`src/rtl/x_feed_pkg.sv`:
```
// Shared types and constants for the multi-lane X feed buffer.
// Skewed draining is enabled by defining X_FEED_SKEW_EN.
package x_feed_pkg;

    localparam int DATA_W_DEF = 16;
    localparam int DEPTH_DEF  = 32;
    localparam int LANES_DEF  = 4;

    typedef enum logic [1:0] {
        IDLE  = 2'd0,
        DRAIN = 2'd1,
        FLUSH = 2'd2,
        FIN   = 2'd3
    } state_t;

    // Index width that never collapses to zero bits for single-entry ranges.
    function automatic int clog2w(input int v);
        return (v <= 1) ? 1 : $clog2(v);
    endfunction

endpackage

```
`src/rtl/x_skew_delay.sv`:
```
// Data+valid register pipeline of STAGES stages; STAGES=0 is a pass-through.
// Used per lane to place rows on the systolic diagonal wavefront.
module x_skew_delay #(
    parameter int DATA_W = 16,
    parameter int STAGES = 1
) (
    input  logic              clk_i,
    input  logic              rst_i,
    input  logic [DATA_W-1:0] data_i,
    input  logic              valid_i,
    output logic [DATA_W-1:0] data_o,
    output logic              valid_o
);

    generate
        if (STAGES == 0) begin : g_pass
            logic unusedClkRst;
            assign unusedClkRst = clk_i ^ rst_i;
            assign data_o  = data_i;
            assign valid_o = valid_i;
        end else begin : g_pipe
            logic [DATA_W-1:0] dataQ [STAGES];
            logic [STAGES-1:0] validQ;

            always_ff @(posedge clk_i) begin
                if (rst_i) begin
                    for (int s = 0; s < STAGES; s++) begin
                        dataQ[s] <= '0;
                    end
                    validQ <= '0;
                end else begin
                    dataQ[0]  <= data_i;
                    validQ[0] <= valid_i;
                    for (int s = 1; s < STAGES; s++) begin
                        dataQ[s]  <= dataQ[s-1];
                        validQ[s] <= validQ[s-1];
                    end
                end
            end

            assign data_o  = dataQ[STAGES-1];
            assign valid_o = validQ[STAGES-1];
        end
    endgenerate

endmodule

```
`src/rtl/x_feed_buffer.sv`:
```
// Multi-lane X feed buffer: random-access load, lock-step drain with START/DONE.
// Define X_FEED_SKEW_EN to delay lane k by k cycles (diagonal wavefront).
module x_feed_buffer
    import x_feed_pkg::*;
#(
    parameter int DATA_W = DATA_W_DEF,
    parameter int DEPTH  = DEPTH_DEF,
    parameter int LANES  = LANES_DEF
) (
    input  logic                        CLK,
    input  logic                        RST,
    input  logic                        WR_EN,
    input  logic [clog2w(LANES)-1:0]    WR_LANE,
    input  logic [$clog2(DEPTH)-1:0]    WR_IDX,
    input  logic [DATA_W-1:0]           WR_DATA,
    input  logic                        START,
    input  logic [$clog2(DEPTH):0]      LEN,
    output logic                        BUSY,
    output logic                        DONE,
    output logic                        WR_DROP,
    output logic [LANES*DATA_W-1:0]     DOUT,
    output logic [LANES-1:0]            DOUT_VALID
);

    localparam int CW = $clog2(DEPTH) + 1;
    localparam int FW = clog2w(LANES);
`ifdef X_FEED_SKEW_EN
    localparam bit SKEW_EN = 1'b1;
`else
    localparam bit SKEW_EN = 1'b0;
`endif
    localparam bit USE_FLUSH = SKEW_EN && (LANES > 1);

    state_t                  stateQ, stateD;
    logic [CW-1:0]           cntQ, cntD;
    logic [FW-1:0]           flushQ, flushD;
    logic [CW-1:0]           lenClamped;
    logic                    writeEn;
    logic                    shiftEn;
    logic                    wrDropQ;
    logic [DATA_W-1:0]       memQ [LANES][DEPTH];
    logic [LANES*DATA_W-1:0] stageDataQ;
    logic                    stageValidQ;
    logic [DATA_W-1:0]       laneData [LANES];
    logic [LANES-1:0]        laneValid;

    assign lenClamped = (LEN > CW'(DEPTH)) ? CW'(DEPTH) : LEN;
    assign writeEn    = (stateQ == IDLE) && WR_EN
                        && (int'(WR_LANE) < LANES) && (int'(WR_IDX) < DEPTH);
    // The extra DRAIN cycle with the counter at zero lines DONE up one cycle after the last beat.
    assign shiftEn    = (stateQ == DRAIN) && (cntQ != '0);

    always_comb begin
        stateD = stateQ;
        cntD   = cntQ;
        flushD = flushQ;
        case (stateQ)
            IDLE: begin
                if (START) begin
                    if (lenClamped == '0) begin
                        stateD = FIN;
                    end else begin
                        stateD = DRAIN;
                        cntD   = lenClamped;
                    end
                end
            end
            DRAIN: begin
                if (cntQ != '0) begin
                    cntD = cntQ - CW'(1);
                end else if (USE_FLUSH) begin
                    stateD = FLUSH;
                    flushD = FW'(LANES - 1);
                end else begin
                    stateD = FIN;
                end
            end
            FLUSH: begin
                if (flushQ <= FW'(1)) begin
                    stateD = FIN;
                    flushD = '0;
                end else begin
                    flushD = flushQ - FW'(1);
                end
            end
            FIN:     stateD = IDLE;
            default: stateD = IDLE;
        endcase
    end

    always_ff @(posedge CLK) begin
        if (RST) begin
            stateQ  <= IDLE;
            cntQ    <= '0;
            flushQ  <= '0;
            wrDropQ <= 1'b0;
        end else begin
            stateQ  <= stateD;
            cntQ    <= cntD;
            flushQ  <= flushD;
            wrDropQ <= WR_EN && (stateQ != IDLE);
        end
    end

    always_ff @(posedge CLK) begin
        if (RST) begin
            for (int k = 0; k < LANES; k++) begin
                for (int j = 0; j < DEPTH; j++) begin
                    memQ[k][j] <= '0;
                end
            end
        end else if (writeEn) begin
            memQ[WR_LANE][WR_IDX] <= WR_DATA;
        end else if (shiftEn) begin
            for (int k = 0; k < LANES; k++) begin
                for (int j = 0; j < DEPTH - 1; j++) begin
                    memQ[k][j] <= memQ[k][j+1];
                end
                memQ[k][DEPTH-1] <= '0;
            end
        end
    end

    // Output stage holds zero whenever it is not carrying a valid beat.
    always_ff @(posedge CLK) begin
        if (RST) begin
            stageDataQ  <= '0;
            stageValidQ <= 1'b0;
        end else begin
            stageValidQ <= shiftEn;
            for (int k = 0; k < LANES; k++) begin
                stageDataQ[k*DATA_W +: DATA_W] <= shiftEn ? memQ[k][0] : '0;
            end
        end
    end

    generate
        for (genvar k = 0; k < LANES; k++) begin : g_lane
            x_skew_delay #(
                .DATA_W (DATA_W),
                .STAGES (SKEW_EN ? k : 0)
            ) u_delay (
                .clk_i   (CLK),
                .rst_i   (RST),
                .data_i  (stageDataQ[k*DATA_W +: DATA_W]),
                .valid_i (stageValidQ),
                .data_o  (laneData[k]),
                .valid_o (laneValid[k])
            );
            assign DOUT[k*DATA_W +: DATA_W] = laneValid[k] ? laneData[k] : '0;
        end
    endgenerate

    assign DOUT_VALID = laneValid;
    assign BUSY       = (stateQ != IDLE);
    assign DONE       = (stateQ == FIN);
    assign WR_DROP    = wrDropQ;

endmodule

```
`config.mk`:
```
export PLATFORM = sky130hd
export DESIGN_NAME = x_feed_buffer
export DESIGN_NICKNAME = d
export VERILOG_FILES = /design/src/rtl/x_feed_pkg.sv /design/src/rtl/x_skew_delay.sv /design/src/rtl/x_feed_buffer.sv
export SDC_FILE = /design/constraint.sdc
export NUM_CORES = 2
export LEC_CHECK = 0
export BUFFER_PORTS_ARGS = -buffer_cell sky130_fd_sc_hd__buf_2
export CAP_MARGIN = 25
export CORE_ASPECT_RATIO = 1.75
export CORE_MARGIN = 3
export CORE_UTILIZATION = 35
export DETAILED_ROUTE_END_ITERATION = 8
export SYNTH_ARGS = -nofsm -noshare
export SYNTH_HDL_FRONTEND = slang
export SYNTH_SLANG_ARGS = --single-unit
```
`constraint.sdc`:
```
create_clock -name CLK -period 3.35 [get_ports CLK]
set_clock_uncertainty 0.05 [all_clocks]
set_input_delay 0.1675 -clock CLK [delete_from_list [all_inputs] [get_ports CLK]]
set_output_delay 0.1675 -clock CLK [all_outputs]
set_load 0.01 [all_outputs]
```
After elaboration in Yosys (flattened, before gate mapping):

Memories as Yosys holds them, arrays and structs flattened.
Cells that the tools add are included.

* register bits after elaboration: 76
* bits in writable memories: 2048
* input port bits: 33
* output and inout port bits: 71
* word-level logic and storage cells: 321
* memories: 1

* add/subtract/negate cells: 2
* order comparisons: 4
* equal/unequal tests: 8
* mux-type cells: 157
* bitwise gates (word level): 130
* reductions and logical operators: 13

Memory list
* memQ: depth 4, bits a word 512, rd ports 4, clocked after memory_dff 0, write ports 4, RTL line x_feed_buffer.sv:41 `logic [DATA_W-1:0] memQ [LANES][DEPTH];`

Operators by type and width (number)
* $mux W16: 133
* $mux W512: 3
* $reduce_or A512 Y1: 1
* $or A1 B1 Y1: 128
* $demux W16 S5: 1
* $mux W6: 4
* $mux W2: 6
* $pmux W6 S2: 1
* $mux W1: 8
* $ne A2 B2 Y1 const B: 4
* $pmux W2 S4: 1
* $ge A6 B6 Y1 const B: 1
* $gt A6 B6 Y1 const B: 1
* $logic_not A6 Y1: 1
* $lt A6 B1 Y1 const B: 1
* $not A5 Y6: 1
* $reduce_bool A6 Y1: 1
* $sub A6 B1 Y6 const B: 1
* $eq A2 B2 Y1 const B: 2
* $logic_and A1 B1 Y1: 4
* $reduce_and A4 Y1: 1
* $reduce_bool A2 Y1: 2
* $reduce_and A3 Y1: 1
* $eq A2 B1 Y1 const B: 1
* 6 further kinds: 6

Logic depth before layout (Yosys ltp):

* word-level depth: 8
* depth in mapped cells: 11
* mapped depth without buffers: 6

Modules after synthesis:

From an unflattened synthesis, not the netlist that was laid out.

* cell total of the unflattened synthesis: 5529
* area total of the unflattened synthesis: 88762.6 sq um

Modules (own cells, without submodules)
* x_feed_buffer: instances 1, cells each 5461, area each 88252.1 sq um, sequential area each 62700.1 sq um
* x_skew_delay: instances 4, cells each 17, area each 127.6 sq um, sequential area each 0.0 sq um

Worst setup path after synthesis:

No wires, ideal clock.

* path kind: flip-flop to flip-flop
* start point: reg stateQ[0]
* end point: mem memQ[3][288] (netlist bit), enable pin
* library setup time: 411 ps
* arrival: 2837 ps
* required time: 2889 ps
* slack: 52 ps
* cell stages (with the launch flop): 9
* path buffers: 3
* clock period less this slack: 3298 ps
* path through: dfxtp_1 inv_1 ha_1 buf_4 nand2_2 or4b_1 buf_6 buf_8 o21ai_0

RTL lines
* start, declared: RTL line x_feed_buffer.sv:34 `state_t stateQ, stateD;`
* start signal, assigned: RTL line x_feed_buffer.sv:98 `stateQ <= stateD;`
* end, declared: RTL line x_feed_buffer.sv:41

Worst setup path after layout:

* start point: reg stateQ[1]
* end point: reg cntQ[0]

* word-level cells in the longest chain between the ends: 3
* elaborated cells between the ends (all ways): 8
* those cells by class: eq/ne (4); mux (1); reduce/logical (3)

Ends and longest elaborated chain
* $eq A2 B1 Y1 / $logic_not A2 Y1 (equally long branches): RTL line x_feed_buffer.sv:57 `case (stateQ)`
* $ne A2 B1 Y1 (no source line) (tied with other cells)
* $reduce_and A4 Y1 (no source line)
* end signal, assigned: RTL line x_feed_buffer.sv:99 `cntQ <= cntD;`
* end, declared: RTL line x_feed_buffer.sv:35 `logic [CW-1:0] cntQ, cntD;`

Several ways; a longest one is shown, not always the timed one.
A chain may end at the register's enable or synchronous reset.

==> out/qor.yml <==
status: "finished clean"
layout_commonest_cell: "edfxtp_1"
syn-instance-count: 5468
avgSynthCellArea_sq_um: 16.2
htree_levels: 4
max-cap-violations: 0
dieArea_sq_um: 259000
hold_depth: 5
wl_per_cell_um: 23.1
synthArstFlopShare_pct: 0
startpoint: "stateQ[1]$_SDFFE_PP0P_"
vias: 49700
grt_pass1_vias: 51000
layout_common_cells: "2016 x edfxtp_1, 1952 x a22o_1, 244 x buf_4"
worstPathArrival_ns: 3.82
cts_buffer_depth: 4
synth_area_leaders: "edfxtp_1 68%, a22o_1 19%, dfxtp_1 2.4%, buf_2 1.5%, clkbuf_1 1.2%"
synth_flop_cell: "edfxtp_1"
die_w_um: 386
chipHeight_um: 671
clock-root-buffer: "clkbuf_16"
io_buffer_count: 103
synth-seq-cells: 2124
initial_core_util_pct: 35.3
clk_latency_ns: 0.85
layout.nets: 5500
grt_overflow: 0
power_density_nw_per_um2: 756
grt_max_degree: 151
clk_pin_slew_worst_paths_ns: 0.06
num_rows: 243
synth_warnings: 0
grt_use_total_pct: 15.5
areaGrowthSynthToFinish_pct: 12.8
layout-drive-gt1-share_pct: 15.6
synth_enable_flop_cells: 2016
fmax_mhz: 324
whs_ns: 0.0675
tns_ns: 0
gp_congestion: 0.909
setup_violations: 0
cts_sinks: 2124
drt-pass1-iter-count: 5
r2r-end: "cntQ[0]$_SDFFE_PP0P_"
worst_pin_slew_ns: 1.01
cts_buffers: 207
worst_slack_ns: 0.260
post_cts_buffers: 0
grt_antenna_before_repair: 6
syn_nets: 5508
fin_total_pwr_w: 0.0755
rsz0062_at_grt: "false"
hold_viol_final: 0
synth_top_cell_by_area: "edfxtp_1"
cts_tree: "yes"
seq_area_frac_synth_pct: 70.8
io_pins: 104
fin_crit_sh_pct: 92.2
max_slew_margin_pct: 32.3
ant_nets: 0
start_kind: "flip-flop"
criticalPathCategory: "reg2reg"
worstSetupEndpoint: "cntQ[0]$_SDFFE_PP0P_"
reg2reg_slack_ns: 0.26
via_per_inst: 5.56
cts_resized: 0
syn_area_sq_um: 88500
cp.required_ns: 4.08
crit_path_end_kind: "flip-flop"
hp-class: "in2reg"
place_hpwl_mm: 128
drt-initial-drc-count: 4585
nFillCells: 22500
critPathMaxFanout: 10
r2r_cells: 8
grt_pass1_wl_mm: 313
synth_top_area_share_pct: 68.4
routed_wl_mm: 206
coreArea_sq_um: 251000
place_ws_ns: 0.401
period_needed_ns: 3.09
slew_violations: 0
ir_drop_v: 0.000450
drc: 0
reg2reg_from: "stateQ[1]$_SDFFE_PP0P_"
leakagePower_nw: 36.7
yosysUniqueCellTypes: 52
[routing by layer]
metal  vias up  track usage, %  routed length [um]
li1      22300               -                   -
met1     25500            18.3               79200
met2      1411            27.7              106000
met3       439            2.08               10300
met4         0            7.31               10200
met5         -               0                   0
[synthesized netlist by cell type (4+ instances only)]
master    number
and3_1         4
nor2_1        13
nand3_1       35
nor2_4        38
a21oi_1       41
nor2_2        31
nand2_2       14
edfxtp_1    2016
o21ai_0      153
nor2b_1        8
nand2b_1      72
a22o_1      1952
nand2_1       37
dfxtp_1      108
o21ai_1        4
buf_1          6
buf_6         44
a31oi_1        5
nor2_8        50
and2_1       163
inv_1          7
buf_4         55
clkbuf_1     283
ha_1           7
nor3b_4        4
nand2_4       17
buf_2        259
[cell families (layout without fill, tap and decap cells)]
| logic type | after synthesis | count (layout) | share of synthesized area, % |
|---|---|---|---|
| AO/OA/AOI/OAI | 2170 | 2170 | 20.6 |
| buffers and inverters | 659 | 814 | 3.82 |
| other | 0 | 2 | 0 |
| flip-flops | 2124 | 2124 | 70.8 |
| AND/OR/NAND/NOR | 508 | 508 | 4.64 |
| adder cells (fa/ha/maj) | 7 | 7 | 0.0989 |
[where the power goes]
group / switching, W / leakage, nW / internal, W
Clock: 0.00987 / 3.26 / 0.0132
Sequential: 0.00257 / 22.0 / 0.0381
Combinational: 0.00766 / 11.4 / 0.00405
Total: 0.0201 / 36.7 / 0.0554
[sequential cells by signal, indices dropped and copies added, names as in the netlist]
name and count:
WR_DROP 1, cntQ 6, flushQ 2, memQ 2048, stageDataQ 64, stageValidQ 1, stateQ 2
[what timing repair did]
action	4_1_cts	5_1_grt
hold buffers	31	0
endpoints found under the hold margin	274	0
endpoints found under the setup margin	0	0
[cell type report]
| cell class | instances | area [sq um] | area share (%) |
|---|---|---|---|
| Antenna cell | 2 | 5.00 | 0.00501 |
| Clock buffer | 265 | 5650 | 5.66 |
| Clock inverter | 107 | 973 | 0.975 |
| Inverter | 8 | 30.0 | 0.0301 |
| Multi-Input combinational cell | 2685 | 22500 | 22.5 |
| Sequential cell | 2124 | 62700 | 62.8 |
| Tap cell | 3307 | 4140 | 4.14 |
| Timing Repair Buffer | 434 | 3880 | 3.88 |
[worst min path at each step]
stage / from / to / slack [ns]
3_3_place_gp: memQ[0][503]$_DFFE_PP_ / stageDataQ[7]$_SDFF_PP0_ / 0.37
5_1_grt: WR_IDX[0] / memQ[2][0]$_SDFFE_PP0P_ / 0.09
3_5_place_dp: memQ[0][507]$_DFFE_PP_ / stageDataQ[11]$_SDFF_PP0_ / 0.37
2_1_floorplan: WR_EN / WR_DROP$_SDFF_PP0_ / 0.28
4_1_cts: WR_LANE[1] / memQ[2][0]$_SDFFE_PP0P_ / 0.01
6_report: WR_IDX[0] / memQ[2][6]$_SDFFE_PP0P_ / 0.07
[stage by stage]
step / utilization (%) / std cells / area (sq um)
final: 39.8 / 8932 / 99900
after global routing: 39.8 / 8931 / 99900
after CTS: 39.8 / 8930 / 99900
after detailed placement: 37.0 / 8527 / 92900
after global placement: 37.0 / 8527 / 92900
after floorplan: - / 5468 / 88500
[critical path, cell delays in order (launching register included)]
cell and delay (ns):
dfxtp_1 0.42, inv_1 0.13, ha_1 0.31, inv_2 0.21, nand3_1 0.13, or3b_2 0.45, dlygate4sd3_1 0.57, a31oi_1 0.18
dlygate4sd3_1 0.57
No activity file was read; power rests on OpenSTA's default activity.
